<file path="config.mk">
export PLATFORM = sky130hd
export DESIGN_NAME = multisim_client_axi_push
export DESIGN_NICKNAME = d
export VERILOG_FILES = /design/src/rtl/multisim_client_axi_push.sv
export SDC_FILE = /design/constraint.sdc
export NUM_CORES = 1
export LEC_CHECK = 0
export ABC_AREA = 1
export CORE_MARGIN = 8
export CORE_UTILIZATION = 49
export CTS_CLUSTER_DIAMETER = 120
export DETAILED_ROUTE_END_ITERATION = 8
export PLACE_DENSITY = 0.88
export SYNTH_ARGS = -nofsm -noshare
export SYNTH_HDL_FRONTEND = slang
export SYNTH_SLANG_ARGS = --single-unit
</file>
<file path="constraint.sdc">
create_clock -name clk -period 2.72 [get_ports clk]
set_clock_uncertainty 0.05 [all_clocks]
set_input_delay 0.408 -clock clk [delete_from_list [all_inputs] [get_ports clk]]
set_output_delay 0.408 -clock clk [all_outputs]
set_load 0.1 [all_outputs]
</file>
<file path="src/rtl/multisim_client_axi_push.sv">
// multisim_client_axi_push: client-side AXI subordinate bridging AW/W/AR/B/R to multisim transport streams.
module multisim_client_axi_push_skid #(
    parameter int W = 8
) (
    input  logic         clk,
    input  logic         rst,
    input  logic [W-1:0] in_d,
    input  logic         in_vld,
    output logic         in_rdy,
    output logic [W-1:0] out_d,
    output logic         out_vld,
    input  logic         out_rdy
);
    logic [W-1:0] mem [2];
    logic         wp, rp;
    logic [1:0]   cnt;
    logic         push, pop;

    // ready/valid come only from occupancy, never from the opposite side's handshake
    assign in_rdy  = !rst && cnt != 2'd2;
    assign out_vld = !rst && cnt != 2'd0;
    assign out_d   = mem[rp];
    assign push    = in_vld && in_rdy;
    assign pop     = out_vld && out_rdy;

    always_ff @(posedge clk) begin
        if (rst) begin
            wp  <= 1'b0;
            rp  <= 1'b0;
            cnt <= 2'd0;
        end else begin
            wp  <= wp ^ push;
            rp  <= rp ^ pop;
            cnt <= cnt + {1'b0, push} - {1'b0, pop};
        end
    end

    always_ff @(posedge clk)
        if (push) mem[wp] <= in_d;
endmodule

module multisim_client_axi_push #(
    parameter type axi_aw_t = logic [31:0],
    parameter type axi_w_t  = logic [31:0],
    parameter type axi_b_t  = logic [1:0],
    parameter type axi_ar_t = logic [31:0],
    parameter type axi_r_t  = logic [32:0],
    parameter int  MAX_OUTSTANDING = 8,
    parameter int  R_LAST_BIT = 0,
    parameter int  CW = $clog2(MAX_OUTSTANDING + 1)
) (
    input  logic                       clk,
    input  logic                       rst,
    input  logic [$bits(axi_aw_t)-1:0] i_axi_s_aw,
    input  logic                       i_axi_s_awvalid,
    output logic                       o_axi_s_awready,
    input  logic [$bits(axi_w_t)-1:0]  i_axi_s_w,
    input  logic                       i_axi_s_wvalid,
    output logic                       o_axi_s_wready,
    output logic [$bits(axi_b_t)-1:0]  o_axi_s_b,
    output logic                       o_axi_s_bvalid,
    input  logic                       i_axi_s_bready,
    input  logic [$bits(axi_ar_t)-1:0] i_axi_s_ar,
    input  logic                       i_axi_s_arvalid,
    output logic                       o_axi_s_arready,
    output logic [$bits(axi_r_t)-1:0]  o_axi_s_r,
    output logic                       o_axi_s_rvalid,
    input  logic                       i_axi_s_rready,
    output logic [$bits(axi_aw_t)-1:0] o_tx_aw,
    output logic                       o_tx_aw_vld,
    input  logic                       i_tx_aw_rdy,
    output logic [$bits(axi_w_t)-1:0]  o_tx_w,
    output logic                       o_tx_w_vld,
    input  logic                       i_tx_w_rdy,
    output logic [$bits(axi_ar_t)-1:0] o_tx_ar,
    output logic                       o_tx_ar_vld,
    input  logic                       i_tx_ar_rdy,
    input  logic [$bits(axi_b_t)-1:0]  i_rx_b,
    input  logic                       i_rx_b_vld,
    output logic                       o_rx_b_rdy,
    input  logic [$bits(axi_r_t)-1:0]  i_rx_r,
    input  logic                       i_rx_r_vld,
    output logic                       o_rx_r_rdy,
    output logic [CW-1:0]              o_wr_outstanding,
    output logic [CW-1:0]              o_rd_outstanding,
    output logic                       o_err_unexp_b,
    output logic                       o_err_unexp_r
);
    logic [CW-1:0] wr_cnt, rd_cnt;
    logic          aw_buf_rdy, ar_buf_rdy, wr_room, rd_room;
    logic          aw_hs, ar_hs, b_dec, r_dec, rx_b_hs, rx_r_hs;

    assign wr_room         = wr_cnt < CW'(MAX_OUTSTANDING);
    assign rd_room         = rd_cnt < CW'(MAX_OUTSTANDING);
    assign o_axi_s_awready = aw_buf_rdy && wr_room;
    assign o_axi_s_arready = ar_buf_rdy && rd_room;
    assign aw_hs           = i_axi_s_awvalid && o_axi_s_awready;
    assign ar_hs           = i_axi_s_arvalid && o_axi_s_arready;
    // saturate at zero: responses arriving with nothing outstanding never wrap the count
    assign b_dec           = o_axi_s_bvalid && i_axi_s_bready && wr_cnt != '0;
    assign r_dec           = o_axi_s_rvalid && i_axi_s_rready && o_axi_s_r[R_LAST_BIT] && rd_cnt != '0;
    assign rx_b_hs         = i_rx_b_vld && o_rx_b_rdy;
    assign rx_r_hs         = i_rx_r_vld && o_rx_r_rdy;
    assign o_wr_outstanding = wr_cnt;
    assign o_rd_outstanding = rd_cnt;

    always_ff @(posedge clk) begin
        if (rst) begin
            wr_cnt        <= '0;
            rd_cnt        <= '0;
            o_err_unexp_b <= 1'b0;
            o_err_unexp_r <= 1'b0;
        end else begin
            wr_cnt        <= wr_cnt + CW'(aw_hs) - CW'(b_dec);
            rd_cnt        <= rd_cnt + CW'(ar_hs) - CW'(r_dec);
            o_err_unexp_b <= o_err_unexp_b | (rx_b_hs && wr_cnt == '0);
            o_err_unexp_r <= o_err_unexp_r | (rx_r_hs && rd_cnt == '0);
        end
    end

    multisim_client_axi_push_skid #(.W($bits(axi_aw_t))) u_aw (
        .clk(clk), .rst(rst), .in_d(i_axi_s_aw), .in_vld(i_axi_s_awvalid && wr_room), .in_rdy(aw_buf_rdy),
        .out_d(o_tx_aw), .out_vld(o_tx_aw_vld), .out_rdy(i_tx_aw_rdy));
    multisim_client_axi_push_skid #(.W($bits(axi_w_t))) u_w (
        .clk(clk), .rst(rst), .in_d(i_axi_s_w), .in_vld(i_axi_s_wvalid), .in_rdy(o_axi_s_wready),
        .out_d(o_tx_w), .out_vld(o_tx_w_vld), .out_rdy(i_tx_w_rdy));
    multisim_client_axi_push_skid #(.W($bits(axi_ar_t))) u_ar (
        .clk(clk), .rst(rst), .in_d(i_axi_s_ar), .in_vld(i_axi_s_arvalid && rd_room), .in_rdy(ar_buf_rdy),
        .out_d(o_tx_ar), .out_vld(o_tx_ar_vld), .out_rdy(i_tx_ar_rdy));
    multisim_client_axi_push_skid #(.W($bits(axi_b_t))) u_b (
        .clk(clk), .rst(rst), .in_d(i_rx_b), .in_vld(i_rx_b_vld), .in_rdy(o_rx_b_rdy),
        .out_d(o_axi_s_b), .out_vld(o_axi_s_bvalid), .out_rdy(i_axi_s_bready));
    multisim_client_axi_push_skid #(.W($bits(axi_r_t))) u_r (
        .clk(clk), .rst(rst), .in_d(i_rx_r), .in_vld(i_rx_r_vld), .in_rdy(o_rx_r_rdy),
        .out_d(o_axi_s_r), .out_vld(o_axi_s_rvalid), .out_rdy(i_axi_s_rready));
endmodule

</file>
==> results of run 1 <==
-- worst reg2reg max path, cell delays in order, from the launching register on --
cell	delay, ns
dfxtp_1	0.49
inv_2	0.06
a21boi_0	0.23
inv_1	0.12
nand2_1	0.08
nor2_1	0.04
ha_1	0.28
inv_1	0.05
ha_1	0.15
inv_1	0.05
fa_1	0.38
xor2_1	0.16
nor2_1	0.05
-- state kept, by name (all words and copies together) (netlist names), 2 cells and up --
signal	cells
u_ar.mem	64
u_b.mem	4
u_w.cnt	2
u_b.cnt	2
u_aw.cnt	2
u_w.mem	64
u_r.mem	66
o_wr_outstanding	4
u_aw.mem	64
u_ar.cnt	2
u_r.cnt	2
o_rd_outstanding	4
-- per-stage QoR --
step	util, %	area [um2]
after floorplan	-	11400
after global placement	70.9	16100
after detailed placement	70.9	16100
after CTS	75.1	17000
after global routing	75.1	17100
final	75.1	17100
-- power by group --
part           internal [mW]  switching (mW)  total (mW)
logic                   1.87            4.07        5.95
registers               5.28           0.144        5.42
clock network           2.32            1.63        3.95
-- area by class of cell --
| cell class | count | area, um2 | area share, % |
|---|---|---|---|
| repair buffers | 311 | 4530 | 26.6 |
| well taps | 285 | 357 | 2.09 |
| inverters | 63 | 241 | 1.42 |
| clock buffers | 31 | 733 | 4.30 |
| diodes | 1 | 2.50 | 0.0147 |
| clock inverters | 21 | 211 | 1.24 |
| flip-flops and latches | 292 | 8470 | 49.7 |
| multi-input cells | 541 | 2510 | 14.7 |
-- final timing paths --
kind / endpoint / slack, ns / cells past startpoint
min reg2reg: o_err_unexp_r / 0.43 / 2
max reg2reg: o_rd_outstanding[2] / 0.42 / 12
min: u_ar.mem[0][31] / 0.39 / 1
max: o_tx_w[3] / 0.23 / 4
-- metal layers --
metal	global-route usage (%)	routed length (um)	up-vias
met1	20.9	10300	3737
met3	6.84	2500	59
met4	6.64	863	2
met5	0	13	-
li1	-	-	3669
met2	36.8	15500	272
-- cell families (layout without fill, tap and decap cells) --
logic type,after synthesis,count (layout)
flops,292,292
xor+xnor,7,7
buf+inv,96,426
compound gates,19,19
other cells,0,1
simple gates,483,483
fa+ha+maj,32,32
-- layout by cell type (no fill, tap or decap), drive strengths merged --
master	instances
clkinv	12
a21oi	10
a31oi	1
xor2	7
nand3	10
bufinv	4
edfxtp	262
o21ai	7
and2	1
ha	30
nor2	47
buf	169
nand2	423
clkinvlp	3
inv	65
a21boi	1
or2	2
clkbuf	31
fa	2
dfxtp	30
clkdlybuf4s50	142
diode	1
==> results.tsv, run 1 <==
metric	value	unit
cts bufs inserted	29	
routability-driven placement congestion ratio	0.761	
cell accounting for the most synthesized area	edfxtp_1	
run status	finished, final reports clean	
initial antenna violation count	2	
Tcrit/Tclk final	91.4	%
pre-CTS WS	0.0309	ns
DP HPWL	20.6	mm
Top delay family on crit path	flip-flops	
compound-cell area share of the yosys netlist	1.03	%
Layout Cells excl Fill	1545	
CTS root buf	clkbuf_16	
largest family of logic cells by synthesized area	simple AND/OR/NAND/NOR gates	
post-route total power	15.3	mW
H-tree levels	1	
setup slack after layout	0.234	ns
mapped cell area	11400	um2
Starting Density	50.2	%
critical path endpoint category	output port	
most instantiated cells after synthesis	nand2_1 (423), edfxtp_1 (262), inv_1 (58), nor2_1 (45)	
CP most frequent cell	nand2_1	
vias	7739	
# resized after CTS	0	
clock tree sinks	292	
WL/cell	18.9	um
first-pass GRT wire length	44.6	mm
CP Buf/Inv Count	2	
Final setup viols	0	
layout net count	1413	
MaxCap Viol Count	0	
layout cells sized above 1	18.6	%
count of flip-flops with a built-in enable after synthesis	262	
CTS tree	done	
clk slew on worst S/H paths	0.06	ns
Vias/cell	5.01	
area grow syn2layout	49.7	%
slew at the pin closest to its max-slew limit	0.609	ns
Req. time, crit path	2.26	ns
hold_sp	i_axi_s_ar[31]	
origin of the worst setup path	u_w.rp	
Synth Register Bits	292	
area share of fa/ha/maj cells after synthesis	3.65	%
total iterations of the first detailed-routing run	4	
vias in the first global route	8271	
Cells after Synth	929	
Critical Path Start Type	register	
net count after synthesis	1104	
clock latency on the worst-skew pair	0.54	ns
die area	28400	um2
Ys Warns	0	
Synth top area share	69.1	%
Netlist cell types	25	
Detailed Route Iter0 Violations	483	
CTS max path bufs	3	
CTS Hold Bufs	0	
hold slack final	0.394	ns
Synth Area in Simple Gates	16.7	%
ranking of synthesized cells by area	edfxtp_1 (69%), nand2_1 (14%), dfxtp_1 (5.3%)	
Final ANT Viol Nets	0	
R2R Path Start	u_r.rp	
Die Y	168	um
placed instance count	1492	
post-CTS setup buffer count	0	
setup TNS	0	ns
CP Cell Sequence	inv_2, nand2_1, nand2_1, buf_12	
ys flop type	edfxtp_1	
CP Max Fanout	34	
final hold viol count	0	
Tmin final	2.49	ns
Pleak	7.02	nW
drt drc	0	
Max VDD drop	0.000666	V
PortBufs	293	
Core ar.	22700	um2
All-Layer GR Usage	20.0	%
Slowest-stage cell, CP	dfxtp_1	
Fillers	1311	
Chip Width	168	um
Post-Synth XOR/XNOR Area	0.538	%
multiplexer area fraction after synthesis	0	%
Pwr Density	899	nW/um2
worst hold path type	input pin to register	
RSZ-0062 raised after global routing	no	
post-synthesis sequential area ratio	74.3	%
count leader, synth	nand2_1	
Worst slew margin	59.3	%
critical path class	register to output port	
Routed WL	29.2	mm
Worst EP arrival	2.03	ns
IO Count	294	
asr flop ratio synth	0	%
Mean Syn Cell Area	12.3	um2
Max Clock Freq	402	MHz
Max Transition Viols Final	0	
grt ovf	0	
largest net degree at the start of global routing	35	
Site Rows	55	
crit-path max cell delay	0.63	ns
Note: power is estimated with default switching activity, not from simulation.
==> run 2, diff against run 1 <==
--- a/config.mk
+++ b/config.mk
@@ -11,6 +11,7 @@
 export CTS_CLUSTER_DIAMETER = 120
 export DETAILED_ROUTE_END_ITERATION = 8
 export PLACE_DENSITY = 0.88
+export SLEW_MARGIN = 25
 export SYNTH_ARGS = -nofsm -noshare
 export SYNTH_HDL_FRONTEND = slang
 export SYNTH_SLANG_ARGS = --single-unit
==> results of run 2 <==
Same layout as run 1: the final DEF is identical, and so are final timing and power.
==> run 3, diff against run 2 <==
--- a/config.mk
+++ b/config.mk
@@ -11,6 +11,7 @@
 export CTS_CLUSTER_DIAMETER = 120
 export DETAILED_ROUTE_END_ITERATION = 8
 export PLACE_DENSITY = 0.88
+export SETUP_SLACK_MARGIN = 0.3
 export SLEW_MARGIN = 25
 export SYNTH_ARGS = -nofsm -noshare
 export SYNTH_HDL_FRONTEND = slang
==> run 3 against run 2 <==
Against the previous run: maximum frequency grew 9.2%; register-to-register slack improved by 0.11 ns; largest power group unchanged; final area is essentially flat; critical path type unchanged; core utilization is essentially flat; critical path depth rose by 1.
==> results.tsv, run 3 (synthesis results as in run 1) <==
metric	value	unit
Req. time, crit path	2.26	ns
CTS root buf	clkbuf_16	
MaxCap Viol Count	0	
clock latency on the worst-skew pair	0.54	ns
WL/cell	19.1	um
critical path class	register to output port	
Vias/cell	4.99	
Max Clock Freq	439	MHz
Chip Width	168	um
CP Max Fanout	34	
initial antenna violation count	2	
CTS Hold Bufs	0	
hold slack final	0.395	ns
Antenna diodes	0	
Die Y	168	um
most common cell after layout, fill and taps aside	nand2_1	
die area	28400	um2
Area after DPL	16100	um2
most frequent cells in the layout	nand2_1 (423), edfxtp_1 (262), buf_12 (143)	
Worst EP arrival	1.82	ns
layout net count	1418	
area grow syn2layout	49.6	%
Worst slew margin	59.7	%
CP Cell Sequence	inv_2, buf_4, nand2_1, nand2_1, buf_12	
final hold viol count	0	
clock tree sinks	292	
DP HPWL	20.6	mm
CP most frequent cell	nand2_1	
vias	7722	
Tcrit/Tclk final	83.7	%
Design Area, Final	17000	um2
drt drc	0	
Starting Density	50.2	%
Final ANT Viol Nets	0	
IO Count	294	
cts bufs inserted	30	
layout cells sized above 1	19.6	%
setup TNS	0	ns
first-pass GRT wire length	45.6	mm
slew at the pin closest to its max-slew limit	0.604	ns
vias in the first global route	8170	
CTS max path bufs	3	
routability-driven placement congestion ratio	0.789	
run status	finished, final reports clean	
total iterations of the first detailed-routing run	5	
most flop-heavy register	u_r.mem	
critical path endpoint category	output port	
Max VDD drop	0.000669	V
Slowest-stage cell, CP	dfxtp_2	
All-Layer GR Usage	20.5	%
crit-path max cell delay	0.38	ns
Pwr Density	895	nW/um2
Detailed Route Iter0 Violations	559	
Final setup viols	0	
grt ovf	0	
Pleak	7.02	nW
clk slew on worst S/H paths	0.06	ns
Tmin final	2.28	ns
Critical Path Start Type	register	
post-CTS setup buffer count	0	
Site Rows	55	
worst hold path type	input pin to register	
CTS tree	done	
Max Transition Viols Final	0	
Core ar.	22700	um2
Largest register FFs	66	
largest net degree at the start of global routing	35	
post-route total power	15.2	mW
PortBufs	293	
Routed WL	29.6	mm
H-tree levels	1	
RSZ-0062 raised after global routing	no	
==> run 3: changes by cell type in the layout (fill, tap and decap cells not counted), sizes merged <==
cell	delta
clkbuf	+6
buf	+4
bufinv	-2
inv	-2
clkinv	-1
diode	-1
==> run 3: cell type report <==
type	instances	area, um2
Clock buffer	37	798
Timing Repair Buffer	315	4510
Fill cell	1312	5670
Clock inverter	16	134
Inverter	63	246
Sequential cell	292	8480
Multi-Input combinational cell	541	2510
Tap cell	285	357
==> run 3: critical path, delay by kind of cell, from the launching register on <==
kind          cells  cell delay, ns
simple gates      2            0.28
buf+inv           3            0.60
flops             1            0.38
==> run 3: routing by layer <==
layer  track usage (%)  vias to the layer above  share of wire [%]
li1                  -                     3684                  -
met1              21.9                     3676                 35
met2              37.4                      313                 53
met3              8.42                       45                 11
met4              4.50                        4                1.7
met5                 0                        -              0.091
==> run 3: final timing paths <==
kind | from | end | cells past startpoint | slack, ns
setup / recovery | u_r.rp | o_axi_s_r[28] | 5 | 0.44
hold / removal | i_axi_s_w[29] | u_w.mem[1][29] | 1 | 0.40
setup reg to reg | u_r.rp | o_rd_outstanding[2] | 12 | 0.53
hold reg to reg | o_err_unexp_b | o_err_unexp_b | 2 | 0.43
==> run 3: repair_timing <==
action	in CTS	in global routing
hold endpoints to repair	0	0
gates resized for setup	2	3
setup endpoints to repair	16	25
cloned	0	0
==> run 3: power by group <==
part / total (mW) / leakage, nW / internal [mW] / switching [mW]
Sequential: 5.43 / 2.65 / 5.29 / 0.143
Clock: 3.88 / 0.447 / 2.26 / 1.62
Combinational: 5.93 / 3.93 / 1.87 / 4.06
==> run 3: stage by stage <==
step,worst slack [ns],instances,util [%]
after global routing,0.304,1549,75.0
final,0.444,1549,75.0
after floorplan,0.0774,929,-
after CTS,0.333,1549,75.0
after detailed placement,0.0282,1496,70.9
after global placement,0.129,1496,70.9
